`config.mk`:
```
export PLATFORM = sky130hd
export DESIGN_NAME = adder_arbiter_flat
export DESIGN_NICKNAME = d
export VERILOG_FILES = /design/src/rtl/adder_arbiter_if.sv /design/src/rtl/adder_arbiter.sv /design/src/flat_wrapper.sv
export SDC_FILE = /design/constraint.sdc
export NUM_CORES = 1
export LEC_CHECK = 0
export CORE_AREA = 2 2 121 123
export CTS_CLUSTER_DIAMETER = 120
export DETAILED_ROUTE_END_ITERATION = 8
export DIE_AREA = 0 0 123 125
export DONT_BUFFER_PORTS = 1
export PLACE_DENSITY = 0.57
export SKIP_LAST_GASP = 1
export SYNTH_ARGS = -nofsm -noshare
export SYNTH_HDL_FRONTEND = slang
export SYNTH_SLANG_ARGS = --single-unit
export TNS_END_PERCENT = 50
```
`constraint.sdc`:
```
create_clock -name clk -period 19.13 [get_ports clk]
set_input_delay 3.826 -clock clk [delete_from_list [all_inputs] [get_ports clk]]
set_output_delay 3.826 -clock clk [all_outputs]
set_load 0.05 [all_outputs]
```
`src/rtl/adder_arbiter_if.sv`:
```
// Request/response bus between NREQ adder clients and the shared-adder arbiter.
// Request lanes are packed; lane i occupies bits [32i+31:32i] of req_a/req_b.
interface adder_arbiter_if #(
    parameter int NREQ = 4,
    parameter int IDW  = $clog2(NREQ)
);
    logic [NREQ-1:0]    req_valid;
    logic [NREQ-1:0]    req_ready;
    logic [32*NREQ-1:0] req_a;
    logic [32*NREQ-1:0] req_b;
    logic [NREQ-1:0]    req_cin;
    logic [NREQ-1:0]    req_sub;
    logic               rsp_valid;
    logic               rsp_ready;
    logic [IDW-1:0]     rsp_id;
    logic [31:0]        rsp_sum;
    logic               rsp_cout;
    logic               rsp_ovf;

    modport master (
        output req_valid, req_a, req_b, req_cin, req_sub, rsp_ready,
        input  req_ready, rsp_valid, rsp_id, rsp_sum, rsp_cout, rsp_ovf
    );

    modport slave (
        input  req_valid, req_a, req_b, req_cin, req_sub, rsp_ready,
        output req_ready, rsp_valid, rsp_id, rsp_sum, rsp_cout, rsp_ovf
    );
endinterface

```
`src/rtl/adder_arbiter.sv`:
```
// Round-robin arbiter sharing one 32-bit ripple adder among NREQ add/sub clients.
// One grant per cycle; results come back through a single registered, id-tagged port.
module adder32Bit (
    input  logic [31:0] a,
    input  logic [31:0] b,
    input  logic        cin,
    output logic [31:0] sum,
    output logic        cout
);
    logic [32:0] carry;

    always_comb begin
        carry    = '0;
        sum      = '0;
        carry[0] = cin;
        for (int i = 0; i < 32; i++) begin
            sum[i]       = a[i] ^ b[i] ^ carry[i];
            carry[i + 1] = (a[i] & b[i]) | (carry[i] & (a[i] ^ b[i]));
        end
    end

    assign cout = carry[32];
endmodule

module adder_arbiter #(
    parameter int NREQ  = 4,
    parameter int WIDTH = 32
) (
    input logic            clk,
    input logic            reset,
    adder_arbiter_if.slave bus
);
    localparam int IDW = $clog2(NREQ);

    logic [IDW-1:0]   rr_ptr;
    logic             can_issue;
    logic             grant_found;
    logic [IDW-1:0]   grant_idx;
    logic [NREQ-1:0]  req_ready;
    logic             accept;
    logic [IDW-1:0]   ptr_next;

    logic [WIDTH-1:0] op_a;
    logic [WIDTH-1:0] op_b;
    logic             op_cin;
    logic             op_sub;
    logic [WIDTH-1:0] adder_b;
    logic             adder_cin;
    logic [WIDTH-1:0] adder_sum;
    logic             adder_cout;
    logic             adder_ovf;

    logic             rsp_valid_q;
    logic [IDW-1:0]   rsp_id_q;
    logic [WIDTH-1:0] rsp_sum_q;
    logic             rsp_cout_q;
    logic             rsp_ovf_q;

    // A new op may issue only if the output register is empty or drains this cycle.
    assign can_issue = !rsp_valid_q || bus.rsp_ready;

    // Walk downward in priority so the lane closest to rr_ptr is written last and wins.
    always_comb begin
        int idx;
        idx         = 0;
        grant_found = 1'b0;
        grant_idx   = '0;
        for (int k = NREQ - 1; k >= 0; k--) begin
            idx = int'(rr_ptr) + k;
            if (idx >= NREQ) begin
                idx = idx - NREQ;
            end
            if (bus.req_valid[idx[IDW-1:0]]) begin
                grant_found = 1'b1;
                grant_idx   = idx[IDW-1:0];
            end
        end
    end

    always_comb begin
        req_ready = '0;
        if (!reset && can_issue && grant_found) begin
            req_ready[grant_idx] = 1'b1;
        end
    end

    assign bus.req_ready = req_ready;
    assign accept        = |(bus.req_valid & req_ready);
    assign ptr_next      = (grant_idx == IDW'(NREQ - 1)) ? '0 : grant_idx + 1'b1;

    assign op_a   = bus.req_a[int'(grant_idx) * WIDTH +: WIDTH];
    assign op_b   = bus.req_b[int'(grant_idx) * WIDTH +: WIDTH];
    assign op_cin = bus.req_cin[grant_idx];
    assign op_sub = bus.req_sub[grant_idx];

    // Subtract is A + ~B + 1; the client's carry-in only matters for add.
    assign adder_b   = op_sub ? ~op_b : op_b;
    assign adder_cin = op_sub ? 1'b1 : op_cin;

    adder32Bit u_adder (
        .a    (op_a),
        .b    (adder_b),
        .cin  (adder_cin),
        .sum  (adder_sum),
        .cout (adder_cout)
    );

    assign adder_ovf = (op_a[WIDTH-1] == adder_b[WIDTH-1]) &&
                       (adder_sum[WIDTH-1] != op_a[WIDTH-1]);

    always_ff @(posedge clk) begin
        if (reset) begin
            rsp_valid_q <= 1'b0;
            rsp_id_q    <= '0;
            rsp_sum_q   <= '0;
            rsp_cout_q  <= 1'b0;
            rsp_ovf_q   <= 1'b0;
            rr_ptr      <= '0;
        end else if (accept) begin
            rsp_valid_q <= 1'b1;
            rsp_id_q    <= grant_idx;
            rsp_sum_q   <= adder_sum;
            rsp_cout_q  <= adder_cout;
            rsp_ovf_q   <= adder_ovf;
            rr_ptr      <= ptr_next;
        end else if (rsp_valid_q && bus.rsp_ready) begin
            rsp_valid_q <= 1'b0;
        end
    end

    assign bus.rsp_valid = rsp_valid_q;
    assign bus.rsp_id    = rsp_id_q;
    assign bus.rsp_sum   = rsp_sum_q;
    assign bus.rsp_cout  = rsp_cout_q;
    assign bus.rsp_ovf   = rsp_ovf_q;
endmodule
```
`src/flat_wrapper.sv`:
```
// flat-port wrapper written by rule: the top's interface ports become plain ports
module adder_arbiter_flat 
#(
    parameter int NREQ  = 4,
    parameter int WIDTH = 32
)
  (clk, reset, bus_req_valid, bus_req_a, bus_req_b, bus_req_cin, bus_req_sub, bus_rsp_ready, bus_req_ready, bus_rsp_valid, bus_rsp_id, bus_rsp_sum, bus_rsp_cout, bus_rsp_ovf);
  adder_arbiter_if #(.NREQ(NREQ)) bus_i ();
  input logic clk;
  input logic reset;
  input wire logic [$bits(bus_i.req_valid)-1:0] bus_req_valid;
  input wire logic [$bits(bus_i.req_a)-1:0] bus_req_a;
  input wire logic [$bits(bus_i.req_b)-1:0] bus_req_b;
  input wire logic [$bits(bus_i.req_cin)-1:0] bus_req_cin;
  input wire logic [$bits(bus_i.req_sub)-1:0] bus_req_sub;
  input wire logic [$bits(bus_i.rsp_ready)-1:0] bus_rsp_ready;
  output wire logic [$bits(bus_i.req_ready)-1:0] bus_req_ready;
  output wire logic [$bits(bus_i.rsp_valid)-1:0] bus_rsp_valid;
  output wire logic [$bits(bus_i.rsp_id)-1:0] bus_rsp_id;
  output wire logic [$bits(bus_i.rsp_sum)-1:0] bus_rsp_sum;
  output wire logic [$bits(bus_i.rsp_cout)-1:0] bus_rsp_cout;
  output wire logic [$bits(bus_i.rsp_ovf)-1:0] bus_rsp_ovf;
  assign bus_i.req_valid = bus_req_valid;
  assign bus_i.req_a = bus_req_a;
  assign bus_i.req_b = bus_req_b;
  assign bus_i.req_cin = bus_req_cin;
  assign bus_i.req_sub = bus_req_sub;
  assign bus_i.rsp_ready = bus_rsp_ready;
  assign bus_req_ready = bus_i.req_ready;
  assign bus_rsp_valid = bus_i.rsp_valid;
  assign bus_rsp_id = bus_i.rsp_id;
  assign bus_rsp_sum = bus_i.rsp_sum;
  assign bus_rsp_cout = bus_i.rsp_cout;
  assign bus_rsp_ovf = bus_i.rsp_ovf;
  adder_arbiter #(.NREQ(NREQ), .WIDTH(WIDTH)) u_core (.clk(clk), .reset(reset), .bus(bus_i));
endmodule
```
# [Yosys cells after proc, flatten, opt, wreduce, memory -nomap -nowiden]
# Cells that the tools add are included.
# Widths: inputs -> output; s select.
[word_totals] output_inout_bits=41 inputBits=271 wordCells=233 reg_bits=39
[classes] mux=32 n_shift=2 n_eq_ne=3 order_cmp=10 n_bitwise=162 n_addsub=8 n_reduce_logical=10
[ops] cell="$shiftx 128x8->32" count=2
[ops] cell="$and 1x1->1" count=64
[ops] cell="$xor 1x1->1" count=64
[ops] cell="$mux 32" count=1
[ops] cell="$not 32->32" count=1
[ops] cell="$or 1x1->1" count=32
[ops] cell="$mux 2" count=9
[ops] cell="$lt 2x3->1 const B" count=5
[ops] cell="$mux 1" count=14
[ops] cell="$bmux 1 s2" count=6
[ops] cell="$ge 3x3->1 const B" count=3
[ops] cell="$sub 2x1->2 const B" count=4
[ops] cell="$add 2x2->3 const B" count=2
[ops] cell="$logic_and 1x1->1" count=5
[ops] cell="$and 4x4->4" count=1
[ops] cell="$mux 4" count=1
[ops] cell="$reduce_or 4->1" count=1
[ops] cell="$add 2x1->3 const B" count=1
[ops] cell="$ge 2x3->1 const B" count=1
[ops] cell="$add 2x1->2 const B" count=1
[ops] cell="$demux 1 s2" count=1
[ops] cell="$eq 2x2->1 const B" count=1
[ops] cell="$ge 2x1->1 const B" count=1
[ops] cell="$logic_not 1->1" count=2
[ops] cell="other kinds (4)" count=4

# [Depth between registers and ports, before layout]
# Gate-level depths: netlist of the first run.
[depth] ltp_word=78 ltp_mapped=48 mapped_depth_nobuf=45

# [Cells and area by module]
# From an unflattened synthesis of the first run, not the netlist that was laid out.
[hier_totals] hier_cells=716 hier_area_um2=4589.4
[by_module_without_submodules] module="adder_arbiter" instances=1 cells_each=674 area_per_inst_um2=3911.3
[by_module_without_submodules] module="adder32Bit" instances=1 cells_each=42 area_per_inst_um2=678.2

# [Worst setup path after synthesis of the first run]
# No wires, ideal clock.
[synth_path] path_type="input-to-reg" startpoint="in bus_req_valid[0]" endpoint="reg u_core.rsp_ovf_q (netlist: u_core.bus.rsp_ovf)" arrival_time_ps=18180 path_buffers=2 cell_stages=47 slack_ps=875 path_cell_list="nor2b_1 o21bai_1 nand2_4 inv_2 buf_4 buf_4 mux2i_1 mux2i_1 xor2_1 fa_1 fa_1 fa_1 fa_1 fa_1 fa_1 fa_1 fa_1 fa_1 (+11 left out) fa_1 fa_1 fa_1 fa_1 fa_1 fa_1 fa_1 fa_1 fa_1 inv_1 fa_1 inv_1 fa_1 inv_1 fa_1 or3_1 or4_1 a31oi_1"
[synth_via] elab_chain_cells=75 elab_cells_between_ends=163 cone_classes="2 x order compare; 2 x eq/ne; 2 x shift; 25 x mux; 128 x bitwise; 4 x reduce/logical"
[synth_lines] item="from (decl)" line="flat_wrapper.sv:11" rtl="input wire logic [$bits(bus_i.req_valid)-1:0] bus_req_valid;"
[synth_lines] item="$bmux 1 s2" line="adder_arbiter.sv:73" rtl="if (bus.req_valid[idx[IDW-1:0]]) begin"
[synth_lines] item="$mux 1 (implied by the code)" line="adder_arbiter.sv:73"
[synth_lines] item="$mux 2 (3 in series)" line="adder_arbiter.sv:73"
[synth_lines] item="$mux 2 *" line="adder_arbiter.sv:73"
[synth_lines] item="$shiftx 128x8->32 or $bmux 1 s2 (tied branches)" line="adder_arbiter.sv:92, adder_arbiter.sv:94"
[synth_lines] item="$not 32->32 or $mux 1 (tied branches)" line="adder_arbiter.sv:97, adder_arbiter.sv:94"
[synth_lines] item="$mux 32" line="adder_arbiter.sv:97" rtl="assign adder_b = op_sub ? ~op_b : op_b;"
[synth_lines] item="$xor 1x1->1" line="adder_arbiter.sv:18" rtl="carry[i + 1] = (a[i] & b[i]) | (carry[i] & (a[i] ^ b[i]));"
[synth_lines] item="(+58 left out)"
[synth_lines] item="$and 1x1->1" line="adder_arbiter.sv:18"
[synth_lines] item="$or 1x1->1" line="adder_arbiter.sv:18"
[synth_lines] item="$and 1x1->1" line="adder_arbiter.sv:18"
[synth_lines] item="$or 1x1->1" line="adder_arbiter.sv:18"
[synth_lines] item="$xor 1x1->1 *" line="adder_arbiter.sv:17" rtl="sum[i] = a[i] ^ b[i] ^ carry[i];"
[synth_lines] item="via u_core.adder_sum[31]" line="adder_arbiter.sv:49" rtl="logic [WIDTH-1:0] adder_sum;"
[synth_lines] item="$ne 1x1->1 *" line="adder_arbiter.sv:109" rtl="(adder_sum[WIDTH-1] != op_a[WIDTH-1]);"
[synth_lines] item="$logic_and 1x1->1 *" line="adder_arbiter.sv:108" rtl="assign adder_ovf = (op_a[WIDTH-1] == adder_b[WIDTH-1]) &&"
[synth_lines] item="to (signal assigned)" line="adder_arbiter.sv:124" rtl="rsp_ovf_q <= adder_ovf;"
[synth_lines] item="to (decl)" line="adder_arbiter.sv:57" rtl="logic rsp_ovf_q;"
# The timed path passes the listed nets; every way through them passes the cells marked *. The select of a mux whose other input is x is not followed.
# A chain may end at the register's enable or synchronous reset.

# [Worst setup path after layout of the first run]
[layout_path] startpoint="in bus_req_valid[2]" endpoint="reg u_core.rsp_ovf_q (netlist: u_core.bus.rsp_ovf)"
# The elaborated chain is that of the path after synthesis.

==> impl_metrics.csv, run 1 <==
group,metric,value,unit
cts,numCtsBuffers,5,
cells_and_area,final_cell_count_no_fill,757,
routing,wl,14.8,mm
yosys,synthCells,603,
yosys,synth_top_family_by_area,"simple AND/OR/NAND/NOR gates",
floorplanning,row_count,44,
worst_setup_path,cpMaxStageDelayCell,"fa_1",
placed_design,pre_cts_slack,0.161,ns
routing,detail_route.first_pass.iterations,5,
floorplanning,die_area,0.0154,sq mm
timing,skew,0.00222,ns
worst_setup_path,path_class,"in -> reg",
yosys,ys_seq_elements,39,
yosys,synthSimpleGateAreaFrac,23.6,%
hold_path,hold_path_class,"reg -> reg",
timing,fmax,53.9,MHz
placed_design,hpwlAfterDp,12.4,mm
worst_setup_path,worstSetupStartpointType,"input port",
timing,maxSlewViolCount,0,
timing,layout_min_cycle_time,18.56,ns
global_routing,grt_pass1_vias,4016,
floorplanning,start_util,32.5,%
cells_and_area,nets,882,
floorplanning,ioPinCount,312,
floorplanning,die_w,123,um
yosys,syn-cell-area,0.00462,sq mm
cts,cts_hold_buf,0,
placed_design,globalplace.congestion,0.816,
yosys,syn-num-nets,911,
cts,clockRootBuffer,"clkbuf_16",
power,leakage,1.97,nW
routing,dr.first_iter.drc_count,208,
yosys,synthFlopType,"dfxtp_1",
routing,ant_nets,0,
routing,drt-wirelength-per-cell,19.6,um
placed_design,dp.cells,751,
yosys,ys_seq_area_share,16.9,%
flow_run,maxCapViolCount,0,
yosys,ys.warnings.count,0,
timing,rsz0062_at_grt,"no",
floorplanning,fp.dieH,125,um
yosys,synth_edf_count,0,
power,finalPower,0.518,mW
hold_path,min_delay_path_depth,2,
yosys,yosysUniqueCellTypes,37,
placed_design,port_buffers,0,
global_routing,grt_start_max_net_pins,67,
yosys,synth.avg_cell_area,7.65,sq um
cts,clk_pin_slew_worst_paths,0.05,ns
worst_setup_path,worstPathArrival,18.76,ns
cells_and_area,area_growth,5.04,%
outcome,status,"finished clean",
cts,cts_resized,0,
yosys,async_flop_share,0,%
global_routing,grt_overflow,0,
cells_and_area,finalInstanceArea,0.00485,sq mm
global_routing,grt_pass1_wl,21.8,mm
cts,cts_tree,"yes",
timing,setup_ws,0.568,ns
yosys,synth_compound_area_share,10.9,%
yosys,synth_fa_ha_area_share,15.2,%
worst_setup_path,required,19.33,ns
yosys,synthXorXnorAreaFrac,6.07,%
worst_setup_path,rr_worst_depth,44,
cts,clk_latency,0.28,ns
cts,cts_post_setup_buffers_inserted,0,
power,ir_worst_vdd,0.0000363,V
cells_and_area,nFillCells,1538,
cts,clock_sinks,39,
power,powerDensity,107,mW/mm^2
routing,routed_via_density,5.38,
cells_and_area,layout-drive-gt1-share,4.89,%
timing,hold_viol,0,
worst_setup_path,cpMostUsedCell,"fa_1",
worst_setup_path,worstPathMaxFanout,6,
global_routing,grtUsageTotal,18.5,%
routing,vias,4070,
cts,h-tree-depth,2,
timing,setup_viol_count_final,0,
floorplanning,core,0.0142,sq mm
cts,ctsLongestPathBuffers,2,
yosys,synthMuxAreaShare,21.7,%
placed_design,dpl_cell_area,0.00470,sq mm
timing,max_slew_margin,48.0,%
routing,drcViolationCount,0,
global_routing,antenna_found_initial,0,
timing,fin_tns_setup,0,ns
timing,fin_crit_sh,97.0,%
timing,worst_slew_pin_slew,0.780,ns
cells_and_area,num_antenna_cells,0,
worst_setup_path,crit_path_max_incr_delay,0.43,ns
worst_setup_path,end_kind,"flop",
## per-stage QoR
step                utilization (%)  hold slack [ns]
global route                   34.1            0.578
CTS                            34.0            0.535
finish                         34.1            0.541
global placement               33.1            0.513
detailed placement             33.1            0.528
floorplan                         -            0.489
## worst max-delay path, delay by kind of cell
kind,cells,cell delay [ns]
AO/OA/AOI/OAI,2,0.56
XOR/XNOR,1,0.18
adder cells (fa/ha/maj),32,12.51
buffers and inverters,3,0.22
multiplexers,2,0.39
AND/OR/NAND/NOR,4,1.07
## synthesized netlist by cell type (all sizes together), types with 4 or more instances
cell | number | area share [%]
nor2 | 36 | 2.9
mux2i | 99 | 21
fa | 32 | 14
xor2 | 30 | 5.7
nand3 | 34 | 3.7
clkbuf | 18 | 1.5
inv | 6 | 0.49
nand2 | 173 | 14
ha | 5 | 1.4
a211oi | 31 | 5.0
a21oi | 7 | 0.76
buf | 30 | 3.6
dfxtp | 39 | 17
o21ai | 33 | 3.6
and2 | 5 | 0.68
nor2b | 4 | 0.54
## report_power, final
| part | total, mW | internal, mW | leakage, nW | switching [mW] |
|---|---|---|---|---|
| Sequential | 0.154 | 0.0955 | 0.320 | 0.0585 |
| Clock | 0.0767 | 0.0468 | 0.0628 | 0.0298 |
| Combinational | 0.287 | 0.120 | 1.59 | 0.167 |
| Total | 0.518 | 0.262 | 1.97 | 0.255 |
## layout make-up
| class | instances | area, sq um | area share (%) |
|---|---|---|---|
| Sequential cell | 39 | 781 | 16.1 |
| Clock buffer | 6 | 129 | 2.66 |
| Multi-Input combinational cell | 510 | 3590 | 74.0 |
| Timing Repair Buffer | 12 | 93.8 | 1.94 |
| Inverter | 6 | 25.0 | 0.516 |
| Tap cell | 184 | 230 | 4.75 |
## state kept, by name, summed over array words and instances, names as in the netlist
register / flops
u_core.bus.rsp_valid: 1
u_core.bus.rsp_id: 2
u_core.bus.rsp_sum: 32
u_core.bus.rsp_cout: 1
u_core.bus.rsp_ovf: 1
u_core.rr_ptr: 2
## routing by layer
metal  routed length, um  global-route usage (%)
met1                6200                    23.9
met2                7300                    31.4
met5                   0                       0
met4                 235                    5.15
met3                1100                    3.38
## final timing paths
path,to,slack (ns),startpoint
setup / recovery,u_core.bus.rsp_ovf,0.57,bus_req_valid[2]
hold / removal,u_core.rr_ptr[1],0.54,u_core.rr_ptr[1]
setup reg to reg,u_core.bus.rsp_ovf,3.69,u_core.rr_ptr[1]
hold reg to reg,u_core.rr_ptr[1],0.54,u_core.rr_ptr[1]
## logic make-up after synthesis
group	after synthesis
and+or+nand+nor	261
AOI/OAI and AO/OA	80
DFF	39
muxes	100
adders and majority gates	37
buffers and inverters	54
xor gates and xnor gates	32
## placed cells by master (no fill, tap or decap), types with 2 or more instances in the layout
| master | n |
|---|---|
| a211oi_1 | 31 |
| a21oi_1 | 7 |
| a22oi_1 | 2 |
| a31oi_1 | 2 |
| and2_1 | 4 |
| and3_1 | 3 |
| buf_4 | 11 |
| clkbuf_16 | 5 |
| dfxtp_1 | 39 |
| fa_1 | 30 |
| fa_2 | 2 |
| ha_1 | 5 |
| inv_1 | 4 |
| mux2i_1 | 99 |
| nand2_1 | 172 |
| nand3_1 | 34 |
| nor2_1 | 36 |
| nor2b_1 | 3 |
| o21ai_1 | 32 |
| xnor2_1 | 2 |
| xor2_1 | 30 |
Power figures use the tool's default switching activity.
==> run 2, diff against run 1 <==
- ABC_AREA: not set -> 1
- PLACE_DENSITY: 0.57 -> 0.6
==> run 2 against run 1 <==
Against the previous run:
- non-clock buffer count is the same
- via count is 14% higher
- cell area rose by 3.3%
- die area is the same
- synthesized area is 6.3% higher
- global-route usage grew 3.8 points
- synthesized cell count increased by 17%
==> impl_metrics.csv, run 2 <==
group,metric,value,unit
routing,dr.first_iter.drc_count,426,
yosys,syn-cell-area,0.00491,sq mm
timing,skew,0.00524,ns
timing,setup_viol_count_final,0,
cts,cts_resized,0,
global_routing,grt_pass1_wl,25.9,mm
yosys,synth_compound_area_share,30.7,%
cells_and_area,largest_reg_flops,32,
timing,fin_tns_setup,0,ns
routing,detail_route.first_pass.iterations,5,
worst_setup_path,end_kind,"flop",
worst_setup_path,worstPathMaxFanout,39,
timing,rsz0062_at_grt,"no",
yosys,synth_top_family_by_area,"compound AO/OA/AOI/OAI gates",
cells_and_area,final_cell_count_no_fill,854,
routing,drt-wirelength-per-cell,20.6,um
yosys,yosysMostFrequentCell,"nand2_1",
cts,clockRootBuffer,"clkbuf_16",
flow_run,maxCapViolCount,0,
cells_and_area,fin_util,35.3,%
yosys,synthCells,703,
floorplanning,core,0.0142,sq mm
cts,clock_sinks,39,
cts,clk_pin_slew_worst_paths,0.06,ns
routing,vias,4629,
placed_design,dpl_cell_area,0.00483,sq mm
floorplanning,start_util,34.5,%
global_routing,grt_pass1_vias,4388,
cells_and_area,layout_commonest_cell,"nand2_1",
timing,worst_slew_pin_slew,1.02,ns
placed_design,hpwlAfterDp,14.5,mm
routing,routed_via_density,5.42,
yosys,synthTopCellsByArea,"dfxtp_1 16%, fa_1 13%, nand2_1 13%",
floorplanning,die_w,123,um
cells_and_area,most-common-layout-cells,"166 x nand2_1, 83 x o21ai_1, 69 x a21oi_1",
yosys,synthXorXnorAreaFrac,5.35,%
yosys,synth_fa_ha_area_share,14.3,%
global_routing,antenna_found_initial,3,
timing,hold_viol,0,
yosys,ys_seq_elements,39,
yosys,synthSimpleGateAreaFrac,20.4,%
worst_setup_path,required,19.29,ns
global_routing,grt_start_max_net_pins,72,
worst_setup_path,crit_path_max_incr_delay,0.49,ns
placed_design,dp.cells,844,
floorplanning,fp.dieH,125,um
worst_setup_path,crit_buf_inv,8,
global_routing,grt_overflow,0,
worst_setup_path,worstSetupStartpointType,"input port",
yosys,ys.warnings.count,0,
routing,drcViolationCount,0,
outcome,status,"finished clean",
cells_and_area,finalInstanceArea,0.00501,sq mm
yosys,synth.top_cell.area_share,15.9,%
global_routing,grtUsageTotal,22.3,%
yosys,async_flop_share,0,%
timing,maxSlewViolCount,0,
cells_and_area,nets,975,
yosys,synthFlopType,"dfxtp_1",
cts,cts_tree,"yes",
yosys,synth_edf_count,0,
worst_setup_path,worstPathArrival,18.35,ns
timing,max_slew_margin,31.9,%
cts,clk_latency,0.28,ns
yosys,yosysUniqueCellTypes,31,
placed_design,port_buffers,0,
placed_design,globalplace.congestion,0.870,
routing,wl,17.6,mm
yosys,synthMuxAreaShare,0,%
floorplanning,row_count,44,
worst_setup_path,critPathTopFamily,"adder cells",
yosys,syn-num-nets,1011,
hold_path,hold_path_class,"reg -> reg",
yosys,synth_commonest_cells,"166 x nand2_1, 83 x o21ai_1, 69 x a21oi_1",
cells_and_area,layout-drive-gt1-share,9.28,%
yosys,ys_seq_area_share,15.9,%
yosys,synth_area_leader_cell,"dfxtp_1",
worst_setup_path,path_class,"in -> reg",
cells_and_area,nFillCells,1562,
yosys,synth.avg_cell_area,6.98,sq um
timing,layout_min_cycle_time,18.19,ns
worst_setup_path,cpMaxStageDelayCell,"fa_1",
cts,cts_hold_buf,0,
timing,fin_crit_sh,95.1,%
cts,ctsLongestPathBuffers,2,
cells_and_area,area_growth,2.07,%
worst_setup_path,cpMostUsedCell,"fa_1",
floorplanning,die_area,0.0154,sq mm
cts,numCtsBuffers,5,
timing,fmax,55.0,MHz
cts,cts_post_setup_buffers_inserted,0,
routing,ant_nets,0,
floorplanning,ioPinCount,312,
cts,h-tree-depth,2,
[run 2: cell count changes after synthesis, moves of 28 or more]
cell / delta
inv_1: +50
o21ai_1: +51
xnor2_1: +28
xor2_1: -30
a21oi_1: +62
a211oi_1: -31
mux2i_1: -99
a32o_1: +30
[run 2: cell families after synthesis]
group / after synthesis
and+or+nand+nor: 240
adders and majority gates: 37
xor gates and xnor gates: 30
AOI/OAI and AO/OA: 240
buffers and inverters: 117
DFF: 39
[run 2: worst register-to-register path: cells and delay by family (launching register included)]
kind	cells	cell delay, ns
AO/OA/AOI/OAI	2	0.34
adder cells (fa/ha/maj)	32	12.36
buffers and inverters	8	0.94
flip-flops	1	0.55
AND/OR/NAND/NOR	10	0.97
[run 2: worst paths after layout]
kind                         start  cells after the start                  to  slack, ns
setup / recovery  bus_req_valid[1]                     52  u_core.bus.rsp_ovf       0.94
setup reg to reg  u_core.rr_ptr[0]                     52  u_core.bus.rsp_ovf       3.85
hold reg to reg   u_core.rr_ptr[1]                      2    u_core.rr_ptr[1]       0.59
hold / removal    u_core.rr_ptr[1]                      2    u_core.rr_ptr[1]       0.59
[run 2: cell type report]
cell class              count  area (sq um)  area share [%]
well taps                 184           230            4.60
diodes                      2          5.00          0.0999
flip-flops and latches     39           781            15.6
clock buffers               6           139            2.77
clock inverters             2          35.0           0.699
inverters                  62           244            4.87
multi-input cells         547          3480            69.6
repair buffers             12          90.1            1.80
[run 2: per-stage QoR]
stage | setup slack (ns) | hold slack [ns]
global route | 0.129 | 0.623
CTS | 0.967 | 0.586
global placement | 0.825 | 0.577
detailed placement | 0.668 | 0.574
floorplan | 1.53 | 0.517
finish | 0.937 | 0.592
[run 2: metal layers]
layer / vias up / part of all wire [%] / track usage (%)
met5: - / 0.063 / 0
met4: 2 / 1.9 / 5.75
met3: 19 / 9.9 / 5.34
met2: 243 / 44 / 33.4
met1: 2067 / 44 / 32.2
li1: 2298 / - / -
Power of run 2 is left out: the tool's default activity adds up to more than one toggle a clock period on the data nets, which glitch-free logic cannot reach.
==> run 3, diff against run 2 <==
- CTS_BUF_LIST: not set -> sky130_fd_sc_hd__clkbuf_8
==> run 3 against run 2 <==
Against the previous run:
- global-route usage about the same
- fmax up 0.19%
- clock skew about the same
- worst hold slack better by 0.0038 ns
- die area unchanged
==> impl_metrics.csv, run 3 (synthesis results as in run 2) <==
group,metric,value,unit
cts,clock_sinks,39,
cells_and_area,nets,975,
cells_and_area,multi_input_area,0.00348,sq mm
global_routing,grt_pass1_wl,25.9,mm
floorplanning,row_count,44,
placed_design,globalplace.congestion,0.870,
cells_and_area,layout_commonest_cell,"nand2_1",
worst_setup_path,path_class,"in -> reg",
cts,cts_resized,0,
timing,hold_viol,0,
outcome,status,"finished clean",
global_routing,antenna_found_initial,3,
floorplanning,core,0.0142,sq mm
timing,setup_viol_count_final,0,
timing,layout_min_cycle_time,18.16,ns
timing,fmax,55.1,MHz
placed_design,dpl_cell_area,0.00483,sq mm
flow_run,maxCapViolCount,0,
routing,wl,17.6,mm
timing,worst_slew_pin_slew,1.02,ns
cts,numCtsBuffers,5,
cells_and_area,seqCellArea,781,sq um
routing,drt-wirelength-per-cell,20.6,um
placed_design,hpwlAfterDp,14.5,mm
floorplanning,ioPinCount,312,
cells_and_area,layout-drive-gt1-share,9.28,%
worst_setup_path,cpMostUsedCell,"fa_1",
worst_setup_path,rr_worst_depth,50,
cts,ctsLongestPathBuffers,2,
global_routing,grt_start_max_net_pins,72,
hold_path,min_delay_path_depth,2,
worst_setup_path,worstPathArrival,18.34,ns
cells_and_area,largest_reg_flops,32,
timing,fin_crit_sh,94.9,%
cells_and_area,most-common-layout-cells,"166 x nand2_1, 83 x o21ai_1, 69 x a21oi_1",
worst_setup_path,required,19.31,ns
worst_setup_path,worstPathMaxFanout,39,
worst_setup_path,crit_path_max_incr_delay,0.48,ns
cells_and_area,area_growth,0.918,%
worst_setup_path,end_kind,"flop",
routing,detail_route.first_pass.iterations,5,
placed_design,port_buffers,0,
global_routing,grt_overflow,0,
cts,cts_tree,"yes",
cts,clockRootBuffer,"clkbuf_8",
timing,skew,0.00529,ns
cts,h-tree-depth,2,
cells_and_area,finalInstanceArea,0.00495,sq mm
routing,drcViolationCount,0,
cts,cts_post_setup_buffers_inserted,0,
worst_setup_path,worstSetupStartpointType,"input port",
timing,max_slew_margin,32.2,%
worst_setup_path,cpMaxStageDelayCell,"fa_1",
global_routing,grtUsageTotal,22.4,%
floorplanning,die_area,0.0154,sq mm
cells_and_area,nFillCells,1563,
routing,vias,4634,
cts,clk_latency,0.30,ns
hold_path,hold_path_class,"reg -> reg",
floorplanning,start_util,34.5,%
floorplanning,die_w,123,um
timing,fin_tns_setup,0,ns
timing,rsz0062_at_grt,"no",
floorplanning,fp.dieH,125,um
routing,routed_via_density,5.43,
cts,cts_hold_buf,0,
cts,clk_pin_slew_worst_paths,0.08,ns
timing,maxSlewViolCount,0,
routing,ant_nets,0,
routing,dr.first_iter.drc_count,468,
global_routing,grt_pass1_vias,4373,
-- run 3: area by class of cell --
cell class,instances,share of cell area (%)
tap,184,4.65
timing repair buffer,12,1.82
inverter,62,4.93
clock inverter,2,0.707
antenna,2,0.101
sequential,39,15.8
multi-input combinational,547,70.4
clock buffer,6,1.67
-- run 3: worst paths after layout --
kind	from	endpoint	slack, ns
worst max-delay path	bus_req_valid[1]	u_core.bus.rsp_ovf	0.97
worst min-delay path	u_core.rr_ptr[1]	u_core.rr_ptr[1]	0.60
worst max register to register	u_core.rr_ptr[0]	u_core.bus.rsp_ovf	3.86
worst min register to register	u_core.rr_ptr[1]	u_core.rr_ptr[1]	0.60
-- run 3: per-stage QoR --
stage / hold slack (ns) / worst slack (ns) / instances / utilization, %
detailed placement: 0.574 / 0.668 / 844 / 34.0
global placement: 0.577 / 0.825 / 844 / 34.0
floorplan: 0.517 / 1.53 / 703 / -
finish: 0.596 / 0.971 / 854 / 34.9
global route: 0.627 / 0.160 / 854 / 34.9
CTS: 0.589 / 0.992 / 852 / 34.8
-- run 3: layer usage --
metal	vias to the layer above	GRT usage [%]	wire [um]
met4	2	5.75	325
met5	-	0	11
met3	16	5.66	1730
met2	245	33.4	7710
li1	2299	-	-
met1	2072	32.1	7840
-- run 3: critical path: cells and delay by family --
family                     cells  cell delay (ns)
adders and majority gates     32            12.36
buffers and inverters          7             0.69
and+or+nand+nor                9             1.04
AOI/OAI and AO/OA              2             0.38
Power of run 3 is left out for the same reason.
